## src/rtl/mem_port_arbiter.sv

```systemverilog
// rtl/mem_port_arbiter.sv - fetch/load-store arbiter for one fixed-latency single-ported memory
//
// Serializes instruction-fetch (if_*) and load/store (dm_*) transactions onto
// one memory port, one transaction outstanding at a time.
// Optional feature macro: ARB_STARVE_GUARD_EN (fetch starvation guard).
//
// Ports:
//   clock, reset_n              rising-edge clock, asynchronous active-low reset
//   if_req/if_addr              fetch request + byte address (held until if_gnt)
//   if_gnt                      fetch accepted (combinational, IDLE only)
//   if_rvalid/if_rdata          one-cycle fetch response, rdata holds last value
//   dm_req/dm_we/dm_addr/dm_wdata  load/store request (held until dm_gnt)
//   dm_gnt                      load/store accepted (combinational, IDLE only)
//   dm_rvalid/dm_rdata          one-cycle load data / store ack, rdata holds last value
//   mem_req/mem_we/mem_addr/mem_wdata  registered memory command (word address)
//   mem_rvalid/mem_rdata        memory response, MEM_LAT cycles after mem_req
//   busy                        arbiter not in IDLE

module mem_port_arbiter #(
    parameter int ADDR_W     = 64,
    parameter int DATA_W     = 32,
    parameter int MEM_LAT    = 2,
    parameter int STARVE_MAX = 4
) (
    input  logic              clock,
    input  logic              reset_n,

    input  logic              if_req,
    input  logic [ADDR_W-1:0] if_addr,
    output logic              if_gnt,
    output logic              if_rvalid,
    output logic [DATA_W-1:0] if_rdata,

    input  logic              dm_req,
    input  logic              dm_we,
    input  logic [ADDR_W-1:0] dm_addr,
    input  logic [DATA_W-1:0] dm_wdata,
    output logic              dm_gnt,
    output logic              dm_rvalid,
    output logic [DATA_W-1:0] dm_rdata,

    output logic              mem_req,
    output logic              mem_we,
    output logic [ADDR_W-1:0] mem_addr,
    output logic [DATA_W-1:0] mem_wdata,
    input  logic              mem_rvalid,
    input  logic [DATA_W-1:0] mem_rdata,

    output logic              busy
);

    // Elaboration-time parameter sanity.
    if (MEM_LAT < 1) begin : g_bad_mem_lat
        $error("mem_port_arbiter: MEM_LAT must be >= 1");
    end
    if (STARVE_MAX < 1) begin : g_bad_starve_max
        $error("mem_port_arbiter: STARVE_MAX must be >= 1");
    end

    typedef enum logic [1:0] {
        IDLE  = 2'd0,
        ISSUE = 2'd1,
        WAIT  = 2'd2
    } state_t;

    state_t            state;
    state_t            state_nxt;

    logic              owner_dm;      // 1: transaction in flight belongs to dm port
    logic              grant_if;
    logic              grant_dm;
    logic              force_if;      // starvation guard demands fetch wins a tie
    logic              rsp_fire;      // memory response accepted this cycle
    logic [DATA_W-1:0] if_rdata_q;
    logic [DATA_W-1:0] dm_rdata_q;
    logic [ADDR_W-1:0] sel_addr;

`ifdef ARB_STARVE_GUARD_EN
    localparam int CNT_W = $clog2(STARVE_MAX + 1);

    logic [CNT_W-1:0]  starve_cnt;

    assign force_if = (starve_cnt == CNT_W'(STARVE_MAX));

    // Counts dm grants taken while fetch was waiting. A dm grant at the
    // limit can only happen with if_req low (otherwise fetch would have won),
    // so saturation is a safety net rather than a reachable case.
    always_ff @(posedge clock or negedge reset_n) begin
        if (!reset_n) begin
            starve_cnt <= '0;
        end else if (grant_if) begin
            starve_cnt <= '0;
        end else if (grant_dm) begin
            if (!if_req) begin
                starve_cnt <= '0;
            end else if (!force_if) begin
                starve_cnt <= starve_cnt + 1'b1;
            end
        end
    end
`else
    assign force_if = 1'b0;
`endif

    // Next state and arbitration. Grants exist only in IDLE and are
    // suppressed while reset is asserted so every output reads 0 in reset.
    always_comb begin
        state_nxt = state;
        grant_if  = 1'b0;
        grant_dm  = 1'b0;
        case (state)
            IDLE: begin
                if (reset_n) begin
                    // dm is the older instruction; fetch wins only when it is
                    // alone or the guard says it has waited long enough.
                    if (if_req && (!dm_req || force_if)) begin
                        grant_if = 1'b1;
                    end else if (dm_req) begin
                        grant_dm = 1'b1;
                    end
                end
                if (grant_if || grant_dm) begin
                    state_nxt = ISSUE;
                end
            end
            ISSUE: begin
                state_nxt = WAIT;
            end
            WAIT: begin
                if (mem_rvalid) begin
                    state_nxt = IDLE;
                end
            end
            default: begin
                state_nxt = IDLE;
            end
        endcase
    end

    assign if_gnt = grant_if;
    assign dm_gnt = grant_dm;

    // A response outside WAIT is stray (e.g. from a transaction discarded
    // by reset) and is ignored.
    assign rsp_fire  = (state == WAIT) && mem_rvalid;
    assign if_rvalid = rsp_fire && !owner_dm;
    assign dm_rvalid = rsp_fire && owner_dm;

    // Response data is visible in the rvalid cycle and held afterwards.
    assign if_rdata = if_rvalid ? mem_rdata : if_rdata_q;
    assign dm_rdata = dm_rvalid ? mem_rdata : dm_rdata_q;

    assign busy = (state != IDLE);

    assign sel_addr = grant_dm ? dm_addr : if_addr;

    always_ff @(posedge clock or negedge reset_n) begin
        if (!reset_n) begin
            state <= IDLE;
        end else begin
            state <= state_nxt;
        end
    end

    // Command capture at grant; mem_req is a single-cycle strobe during ISSUE.
    always_ff @(posedge clock or negedge reset_n) begin
        if (!reset_n) begin
            owner_dm  <= 1'b0;
            mem_req   <= 1'b0;
            mem_we    <= 1'b0;
            mem_addr  <= '0;
            mem_wdata <= '0;
        end else begin
            mem_req <= grant_if || grant_dm;
            if (grant_if || grant_dm) begin
                owner_dm  <= grant_dm;
                mem_we    <= grant_dm && dm_we;
                mem_addr  <= sel_addr >> 2;
                mem_wdata <= grant_dm ? dm_wdata : '0;
            end
        end
    end

    always_ff @(posedge clock or negedge reset_n) begin
        if (!reset_n) begin
            if_rdata_q <= '0;
            dm_rdata_q <= '0;
        end else begin
            if (if_rvalid) begin
                if_rdata_q <= mem_rdata;
            end
            if (dm_rvalid) begin
                dm_rdata_q <= mem_rdata;
            end
        end
    end

endmodule

```

## config.mk

```make
export PLATFORM = sky130hd
export DESIGN_NAME = mem_port_arbiter
export DESIGN_NICKNAME = d
export VERILOG_FILES = /design/src/rtl/mem_port_arbiter.sv
export SDC_FILE = /design/constraint.sdc
export NUM_CORES = 1
export LEC_CHECK = 0
export BUFFER_PORTS_ARGS = -buffer_cell sky130_fd_sc_hd__buf_4
export CAP_MARGIN = 5
export CORE_AREA = 2 2 141 143
export DETAILED_ROUTE_END_ITERATION = 8
export DIE_AREA = 0 0 143 145
export PLACE_DENSITY = 0.77
export SLEW_MARGIN = 20
export SYNTH_ARGS = -nofsm -noshare
export SYNTH_HDL_FRONTEND = slang
export SYNTH_SLANG_ARGS = --single-unit
```

## constraint.sdc

```tcl
create_clock -name clock -period 4.85 [get_ports clock]
set_input_delay 0.2425 -clock clock [delete_from_list [all_inputs] [get_ports clock]]
set_output_delay 0.2425 -clock clock [all_outputs]
set_load 0.02 [all_outputs]
```

==> results of run 1 <==
==> layer usage <==
metal	up-vias	wire length [um]
met5	-	0
li1	2517	-
met3	35	1749
met1	2812	8343
met4	0	409
met2	260	10320
==> cell usage in the layout, fill, tap and decap left out, types with 2 or more instances in the layout <==
cell,count
inv_6,3
buf_4,367
clkinvlp_4,4
nand2_2,2
a22o_1,33
nand2_1,2
clkbuf_16,17
inv_8,6
or2_2,2
o221a_2,62
dfrtp_1,163
conb_1,2
inv_1,3
o32a_1,62
mux2_2,64
==> registers in the layout, summed over array words and instances, names as in the netlist <==
register and count:
if_rdata_q 32, dm_rdata_q 32, owner_dm 1, mem_wdata 32, mem_addr 62, mem_we 1
state 2, mem_req 1
==> kinds of logic (layout without fill, tap and decap cells) <==
kind of cell | Yosys count | in the layout
AO/OA/AOI/OAI | 158 | 158
buffers and inverters | 52 | 405
multiplexers | 65 | 65
flip-flops | 163 | 163
other | 1 | 2
AND/OR/NAND/NOR | 13 | 13
==> worst reg2reg max path, stage by stage (launching register included) <==
cell	delay, ns
dfrtp_1	0.47
nor3b_2	0.25
buf_4	0.47
nand2_2	0.58
a22o_1	0.37
==> area by class of cell <==
| type | count | area (um^2) | area share [%] |
|---|---|---|---|
| Timing Repair Buffer | 369 | 2776 | 27.16 |
| Clock inverter | 14 | 140.1 | 1.371 |
| Inverter | 4 | 15.01 | 0.1469 |
| Tap cell | 265 | 331.6 | 3.244 |
| Clock buffer | 18 | 429.2 | 4.198 |
| Sequential cell | 163 | 4079 | 39.90 |
| Multi-Input combinational cell | 238 | 2451 | 23.98 |
==> power by group <==
| part | switching, mW | leakage (nW) | internal, mW |
|---|---|---|---|
| Combinational | 1.67 | 2.56 | 1.59 |
| Clock | 0.622 | 0.268 | 0.685 |
| Sequential | 0.369 | 1.96 | 2.00 |
| Total | 2.66 | 4.79 | 4.28 |
==> stage by stage <==
step / setup WS [ns] / cell area, um^2 / power [mW] / utilization [%] / cells
final: 1.620 / 10220 / 6.939 / 53.22 / 1071
after global routing: 1.370 / 10220 / 7.308 / 53.22 / 1071
after CTS: 1.544 / 10220 / 7.019 / 53.22 / 1071
after detailed placement: 1.963 / 9643 / 5.681 / 50.21 / 1038
after global placement: 1.940 / 9643 / 5.606 / 50.21 / 1038
after floorplan: 3.149 / 6783 / 4.199 / - / 453
==> worst max path at each step <==
stage	to	slack [ns]
floorplan	if_rdata[22]	3.15
global placement	mem_wdata[20]	1.94
detailed placement	mem_wdata[24]	1.96
CTS	dm_gnt	1.54
global route	dm_gnt	1.37
finish	dm_gnt	1.62
==> repair_timing <==
| item | CTS | global route |
|---|---|---|
| hold endpoints to repair | 99 | 0 |
| hold buffers | 1 | 0 |
| gates resized for setup | 0 | 0 |
==> flow_summary.toml, run 1 <==
[run_status]
status = "completed"

[timing]
clock-skew-final_ns = 0.01320
slew_viol_final = 0
setup-tns-final_ns = 0
fin_crit_ns = 3.230
rsz0062_at_grt = "false"
layout_worst_path_cycle_share_pct = 66.60
hold_viol_final = 0
setup_viol = 0
fmax_ghz = 0.3096
maxSlewHeadroom_pct = 37.93
worst-slew-pin-transition_ns = 0.9311
whs_ns = 0.03059

[synthesis]
yosysWarnings = 0
synth_cell_type_count = 24
synth_seq_area_share_pct = 60.17
synth_most_common_cell = "dfrtp_1"
synth_mux_area_share_pct = 10.78
synth-compound-area-share_pct = 23.83
synthAdderAreaFrac_pct = 0
synthSimpleGateAreaFrac_pct = 1.200
ys.flop_type = "dfrtp_1"
synth_edf_count = 0
ys_top_cells_by_count = "dfrtp_1, mux2_2, o221a_2, o32a_1, a22o_1"
netlist.area_leader.share_pct = 60.17
yosysTopAreaCell = "dfrtp_1"
synth_area_mm2 = 0.006779
synth_top_family_by_area = "compound AO/OA/AOI/OAI gates"
syn_avg_cell_area_um2 = 15.00
ys_top_cells_by_area = "dfrtp_1, mux2_2, o221a_2, o32a_1, a22o_1"
ys_seq_elements = 163
async_flop_share_pct = 100.0
synth_cells = 452
synth_xor_area_share_pct = 0

[worst_setup_path]
r2r_slack_ns = 2.60
rr_worst_depth = 4
slowest_stage = "buf_6"
crit_required_ns = 4.61
timing.rr.start = "state[0]"
crit_path_start_kind = "input pin"
slowest_delay_ns = 0.66
cp_top_family = "buffers and inverters"
rr_endpoint = "mem_wdata[9]"
critPathBufInv = 5
cp.arrival_ns = 2.99
cp_cell_sequence = "dlygate4sd3_1 > buf_6 > nor3b_2 > buf_4 > nand2_2 > clkinv_1 > buf_4"
worstSetupPathType = "input pin to output pin"
worst_setup_path_end_kind = "output pin"
critPathMaxFanout = 102
cp.depth = 7
crit_start = "reset_n"
critPathMostFrequentCell = "buf_4"

[final_layout]
post_route_cells_drive_above_1_share_pct = 66.13
fillCellCount = 1676
n_antenna_cell = 0
area_delta_synth_final_pct = 50.79
fin_nets = 991

[grt]
grt_util_met2_pct = 33.59
overflow = 0
grt_use_met1_pct = 23.92
grt_pass1_wl_um = 32500
grt_max_degree = 103
antenna_found_initial = 0
grt_pass1_vias = 6101
grt.busiest_layer = "met2"
grt_use_met3_pct = 7.096
track_usage_pct = 19.95

[detailed_routing]
ant_nets = 0
drc_errors = 0
drt-initial-drc-count = 301
wl_per_cell_um = 19.44
routed_wl_um = 20830
num_vias = 5624
drtPass1Iterations = 4
avgViaCountPerCell = 5.251

[place]
routabilityCongestion = 0.7791
port_buffers = 358
place_hpwl_um = 14290

[clock_network]
cts-root-buf = "clkbuf_16"
htreeDepth = 4
clkSlewWorstSetupHoldPaths_ns = 0.08
cts_setup_buffers = 0
clock_sinks = 163
cts-buffers-inserted = 17
worstSkewPairLatency_ns = 0.43
cts_tree = "built"
cts_buffer_depth = 2

[run]
max_cap_viol_count = 0

[die]
io_pins = 365
die_area_mm2 = 0.02074
core_area_mm2 = 0.01921
fp.dieW_um = 143
die_y_um = 145
placement_rows = 51
start_util_pct = 35.29

[pwr]
ir_drop_mv = 0.2813
p_per_area_mw_per_mm2 = 678.8
total_leakage_power_nw = 4.792

[hold_path]
hp-class = "input pin to flip-flop"
whs_path_depth = 2
min_from = "dm_wdata[31]"
min_to = "mem_wdata[31]"
Power figures use the tool's default switching activity.
==> run 2: changes to the inputs <==
- ABC_AREA: not set -> 1
- CORE_AREA: 2 2 141 143 -> 2 2 140 142
- DIE_AREA: 0 0 143 145 -> 0 0 142 144
- PLACE_DENSITY: 0.77 -> 0.84
- clock period: 4.85 -> 2.7 ns (I/O delays scaled with it)
==> flow_summary.toml, run 2 <==
[detailed_routing]
drc_errors = 0
num_vias = 7629
drt-initial-drc-count = 383
drtPass1Iterations = 5
avgViaCountPerCell = 4.712
routed_wl_um = 24010
ant_nets = 0
wl_per_cell_um = 14.83

[worst_setup_path]
worst_setup_path_end_kind = "output pin"
worstSetupPathType = "flip-flop to output pin"
cp.depth = 7
rr_worst_depth = 5
critPathBufInv = 3
crit_required_ns = 2.57
cp_top_family = "simple AND/OR/NAND/NOR gates"
cp.arrival_ns = 2.11
critPathMaxFanout = 32
cp_cell_sequence = "inv_1 > nand3_4 > nor2_4 > inv_2 > nand2_1 > nand2_1 > buf_4"
slowest_delay_ns = 0.41
slowest_stage = "dfrtp_1"
critPathMostFrequentCell = "nand2_1"
crit_path_start_kind = "flip-flop"

[final_layout]
final_core_util_pct = 60.31
final_common_cell = "nand2_1"
n_antenna_cell = 0
fin_nets = 1567
final_cell_area_mm2 = 0.01151
largest_reg_flops = 62
area_delta_synth_final_pct = 55.02
post_route_cells_drive_above_1_share_pct = 29.76
fillCellCount = 1581
largest_register = "mem_addr"
final_cell_mix = "nand2_1, buf_4, dfrtp_1"

[synthesis]
synth_cell_type_count = 18
async_flop_share_pct = 100.0
yosysTopAreaCell = "dfrtp_1"
synth_seq_area_share_pct = 54.96
synth_edf_count = 0
yosysWarnings = 0
synth_most_common_cell = "nand2_1"
ys_seq_elements = 163
synth_cells = 964
ys_top_cells_by_area = "dfrtp_1, nand2_1, nand3_1, inv_1, o21ai_0"
netlist.area_leader.share_pct = 54.96
synth_area_mm2 = 0.007422
ys.flop_type = "dfrtp_1"
ys_top_cells_by_count = "nand2_1, dfrtp_1, inv_1, nand3_1, o21ai_0"
syn_avg_cell_area_um2 = 7.699

[pwr]
total_power_mw = 12.88
switching_share_pct = 43.14
total_leakage_power_nw = 6.720
internal_power_mw = 7.324
pwr-share-comb_pct = 49.8
power_switching_mw = 5.558
pwr-share-clk_pct = 18.2
ir_drop_mv = 0.5544
p_seq_share_pct = 32.0
p_per_area_mw_per_mm2 = 1120

[clock_network]
cts_tree = "built"
cts-root-buf = "clkbuf_16"
clock_sinks = 163
clkSlewWorstSetupHoldPaths_ns = 0.06
cts_buffer_depth = 2
htreeDepth = 4
cts-buffers-inserted = 17
worstSkewPairLatency_ns = 0.42
cts_setup_buffers = 0

[hold_path]
hp-class = "input pin to flip-flop"
whs_path_depth = 5

[grt]
grt_max_degree = 124
track_usage_pct = 23.10
grt_pass1_wl_um = 36940
antenna_found_initial = 0
grt_pass1_vias = 7334
overflow = 0

[die]
die_area_mm2 = 0.02045
core_area_mm2 = 0.01908
io_pins = 365
die_y_um = 144
placement_rows = 51
fp.dieW_um = 142
start_util_pct = 38.90

[timing]
fin_crit_ns = 2.246
worst-slew-pin-transition_ns = 1.022
fmax_ghz = 0.4453
hold_viol_final = 0
fin_ws_ns = 0.4543
setup-tns-final_ns = 0
rsz0062_at_grt = "false"
maxSlewHeadroom_pct = 31.89
clock-skew-final_ns = 0.01045
slew_viol_final = 0
setup_viol = 0
layout_worst_path_cycle_share_pct = 83.17

[run_status]
status = "completed"

[place]
routabilityCongestion = 0.8206
dpl_cell_area_mm2 = 0.01023
place_hpwl_um = 15810
dp_slack_ns = 0.9105
port_buffers = 358

[run]
max_cap_viol_count = 0
==> run 2: cell type report <==
cell class	count	area (um^2)	area share, %
Tap cell	238	297.8	2.588
Timing Repair Buffer	440	3507	30.48
Clock inverter	14	145.1	1.261
Multi-Input combinational cell	616	2560	22.25
Inverter	131	491.7	4.274
Clock buffer	17	425.4	3.697
Sequential cell	163	4079	35.45
==> run 2: kinds of logic (layout without fill, tap and decap cells) <==
logic type	count (synthesis)	in the layout	share of synthesized area [%]
AND/OR/NAND/NOR	580	580	32.00
buffers and inverters	186	602	10.67
flip-flops	163	163	54.96
AO/OA/AOI/OAI	34	34	2.326
other	1	2	0.05052
==> run 2: worst min-delay path: cells and delay by family <==
family | cells | cell delay (ns)
and+or+nand+nor | 3 | 0.17
buffers and inverters | 2 | 0.10
==> run 2: power groups by stage <==
| stage | Combinational (mW) | Clock, mW | Sequential [mW] |
|---|---|---|---|
| final | 6.41 | 2.34 | 4.12 |
| after global routing | 6.93 | 2.51 | 4.24 |
| after CTS | 6.40 | 2.41 | 4.11 |
| after detailed placement | 6.31 | 0 | 4.13 |
| after global placement | 6.19 | 0 | 4.09 |
| after floorplan | 2.62 | 0 | 4.94 |
==> run 2: path summary, 6_finish.rpt <==
check	slack, ns	endpoint	start
setup / recovery	0.45	if_rdata[24]	state[0]
hold / removal	0.03	mem_addr[39]	if_addr[41]
setup reg to reg	0.94	mem_wdata[31]	state[1]
hold reg to reg	0.47	if_rdata_q[9]	if_rdata_q[9]
max in group asynchronous	1.21	mem_addr[12]	reset_n
min in group asynchronous	0.11	mem_addr[47]	reset_n
==> run 2: repair_timing <==
item	CTS	global route
gates resized for setup	0	0
hold endpoints to repair	224	0
hold buffers	70	0
==> run 2: through the flow <==
| step | hold WS, ns | std cells |
|---|---|---|
| after floorplan | -0.1606 | 965 |
| after global placement | -0.04721 | 1518 |
| after CTS | 0.003185 | 1619 |
| after global routing | 0.02318 | 1619 |
| final | 0.02661 | 1619 |
| after detailed placement | -0.04671 | 1518 |
==> run 2: layer usage <==
metal  vias to the layer above  part of all wire [%]  GRT usage, %
met5                         -                     0             0
met3                        59                   8.1         7.219
met1                      3527                    39         27.25
met4                         0                   3.7         10.79
met2                       342                    49         38.65
li1                       3701                     -             -
==> run 3: changes to the inputs <==
- CORE_AREA: 2 2 140 142 -> 2 2 142 144
- DIE_AREA: 0 0 142 144 -> 0 0 144 146
- PLACE_DENSITY: 0.84 -> 0.79
- clock period: 2.7 -> 2.1 ns (I/O delays scaled with it)
==> flow_summary.toml, run 3 (synthesis gave the netlist of run 2 again) <==
[place]
routabilityCongestion = 0.8371
port_buffers = 358
dp_cells = 1550
dp_slack_ns = 0.4660
place_hpwl_um = 16600

[clock_network]
cts_buffer_depth = 2
cts-root-buf = "clkbuf_16"
clkSlewWorstSetupHoldPaths_ns = 0.07
worstSkewPairLatency_ns = 0.42
cts_tree = "built"
htreeDepth = 4
cts_setup_buffers = 0
clock_sinks = 163
cts-buffers-inserted = 17

[final_layout]
largest_reg_flops = 62
final_cell_mix = "nand2_1, buf_4, dfrtp_1"
stdcell_count = 1737
area_delta_synth_final_pct = 68.80
largest_register = "mem_addr"
post_route_cells_drive_above_1_share_pct = 28.33
fin_nets = 1657
final_common_cell = "nand2_1"
n_antenna_cell = 0
final_core_util_pct = 64.80

[grt]
overflow = 0
antenna_found_initial = 0
grt_pass1_vias = 8387
grt_pass1_wl_um = 41870
track_usage_pct = 25.18
grt_max_degree = 149

[timing]
clock-skew-final_ns = 0.01228
fin_crit_ns = 2.044
hold_viol_final = 0
rsz0062_at_grt = "true"
setup_viol = 0
maxSlewHeadroom_pct = 46.38
whs_ns = 0.01802
fin_ws_ns = 0.05560
worst-slew-pin-transition_ns = 0.8044
layout_worst_path_cycle_share_pct = 97.35
fmax_ghz = 0.4891
slew_viol_final = 0

[worst_setup_path]
cp.arrival_ns = 2.35
cp_cell_sequence = "dlygate4sd3_1 > buf_6 > nand2_1 > inv_4 > nand2_2 > buf_4 > nand2_1 > nand3_1 > nand2_1 > dlygate4sd3_1"
worst_setup_path_end_kind = "flip-flop"
crit_required_ns = 2.40
critPathMaxFanout = 23
slowest_delay_ns = 0.59
critPathMostFrequentCell = "nand2_1"
slowest_stage = "dlygate4sd3_1"
crit_path_start_kind = "input pin"
worstSetupPathType = "input pin to flip-flop"

[die]
io_pins = 365
die_y_um = 146
start_util_pct = 38.39
placement_rows = 51
core_area_mm2 = 0.01933
die_area_mm2 = 0.02102
fp.dieW_um = 144

[detailed_routing]
routed_wl_um = 26930
drc_errors = 0
drtPass1Iterations = 5
ant_nets = 0
wl_per_cell_um = 15.50
num_vias = 8289
avgViaCountPerCell = 4.772
drt-initial-drc-count = 380

[pwr]
p_per_area_mw_per_mm2 = 1380
total_leakage_power_nw = 7.093
ir_drop_mv = 0.5521
total_power_mw = 17.28

[hold_path]
hp-class = "input pin to flip-flop"

[run_status]
status = "completed"

[run]
max_cap_viol_count = 0
[run 3: cell types whose count changed in the layout (fill, tap and decap cells not counted), sizes merged]
cell and change:
inv -1, clkinv +3, clkinvlp -2, buf +5
clkbuf +1, dlygate4sd3 +85
[run 3: area by class of cell]
type / instances / area [um^2]
multi-input cells: 616 / 2560
repair buffers: 530 / 4474
flip-flops and latches: 163 / 4079
clock buffers: 18 / 439.2
well taps: 265 / 331.6
fillers: 1446 / 6807
inverters: 131 / 500.5
clock inverters: 14 / 143.9
[run 3: power by group]
part           internal, mW  switching, mW
clock                  1.70           1.38
sequential             4.61          0.713
combinational          3.55           5.33
[run 3: worst max-delay path, delay by kind of cell]
kind                   cells  cell delay, ns
buffers and inverters      5            1.73
AND/OR/NAND/NOR            5            0.49
[run 3: repair_timing]
action,in CTS,in global routing
gates resized for setup,0,9
setup endpoints to repair,0,61
hold endpoints to repair,164,0
hold buffers,155,0
[run 3: final timing paths]
kind                       cells after the start        endpoint            from  slack (ns)
min in group asynchronous                      3        owner_dm         reset_n        0.50
hold / removal                                 5    mem_addr[10]     dm_addr[12]        0.02
setup / recovery                              10    mem_addr[23]         reset_n        0.06
hold reg to reg                                2  if_rdata_q[23]  if_rdata_q[23]        0.47
setup reg to reg                               7    mem_addr[25]        state[1]        0.12
max in group asynchronous                      3    mem_addr[52]         reset_n        0.68
[run 3: layer usage]
| metal | wire (um) | global-route usage (%) | part of all wire, % |
|---|---|---|---|
| met3 | 2282 | 6.614 | 8.5 |
| met4 | 1205 | 13.19 | 4.5 |
| met1 | 10150 | 28.62 | 38 |
| met5 | 0 | 0 | 0 |
| met2 | 13290 | 43.10 | 49 |
[run 3: stage by stage]
stage | TNS (ns) | cell area [um^2]
3_5_place_dp | 0 | 10380
2_1_floorplan | 0 | 7426
3_3_place_gp | 0 | 10380
4_1_cts | 0 | 12520
5_1_grt | -0.04082 | 12530
6_report | 0 | 12530
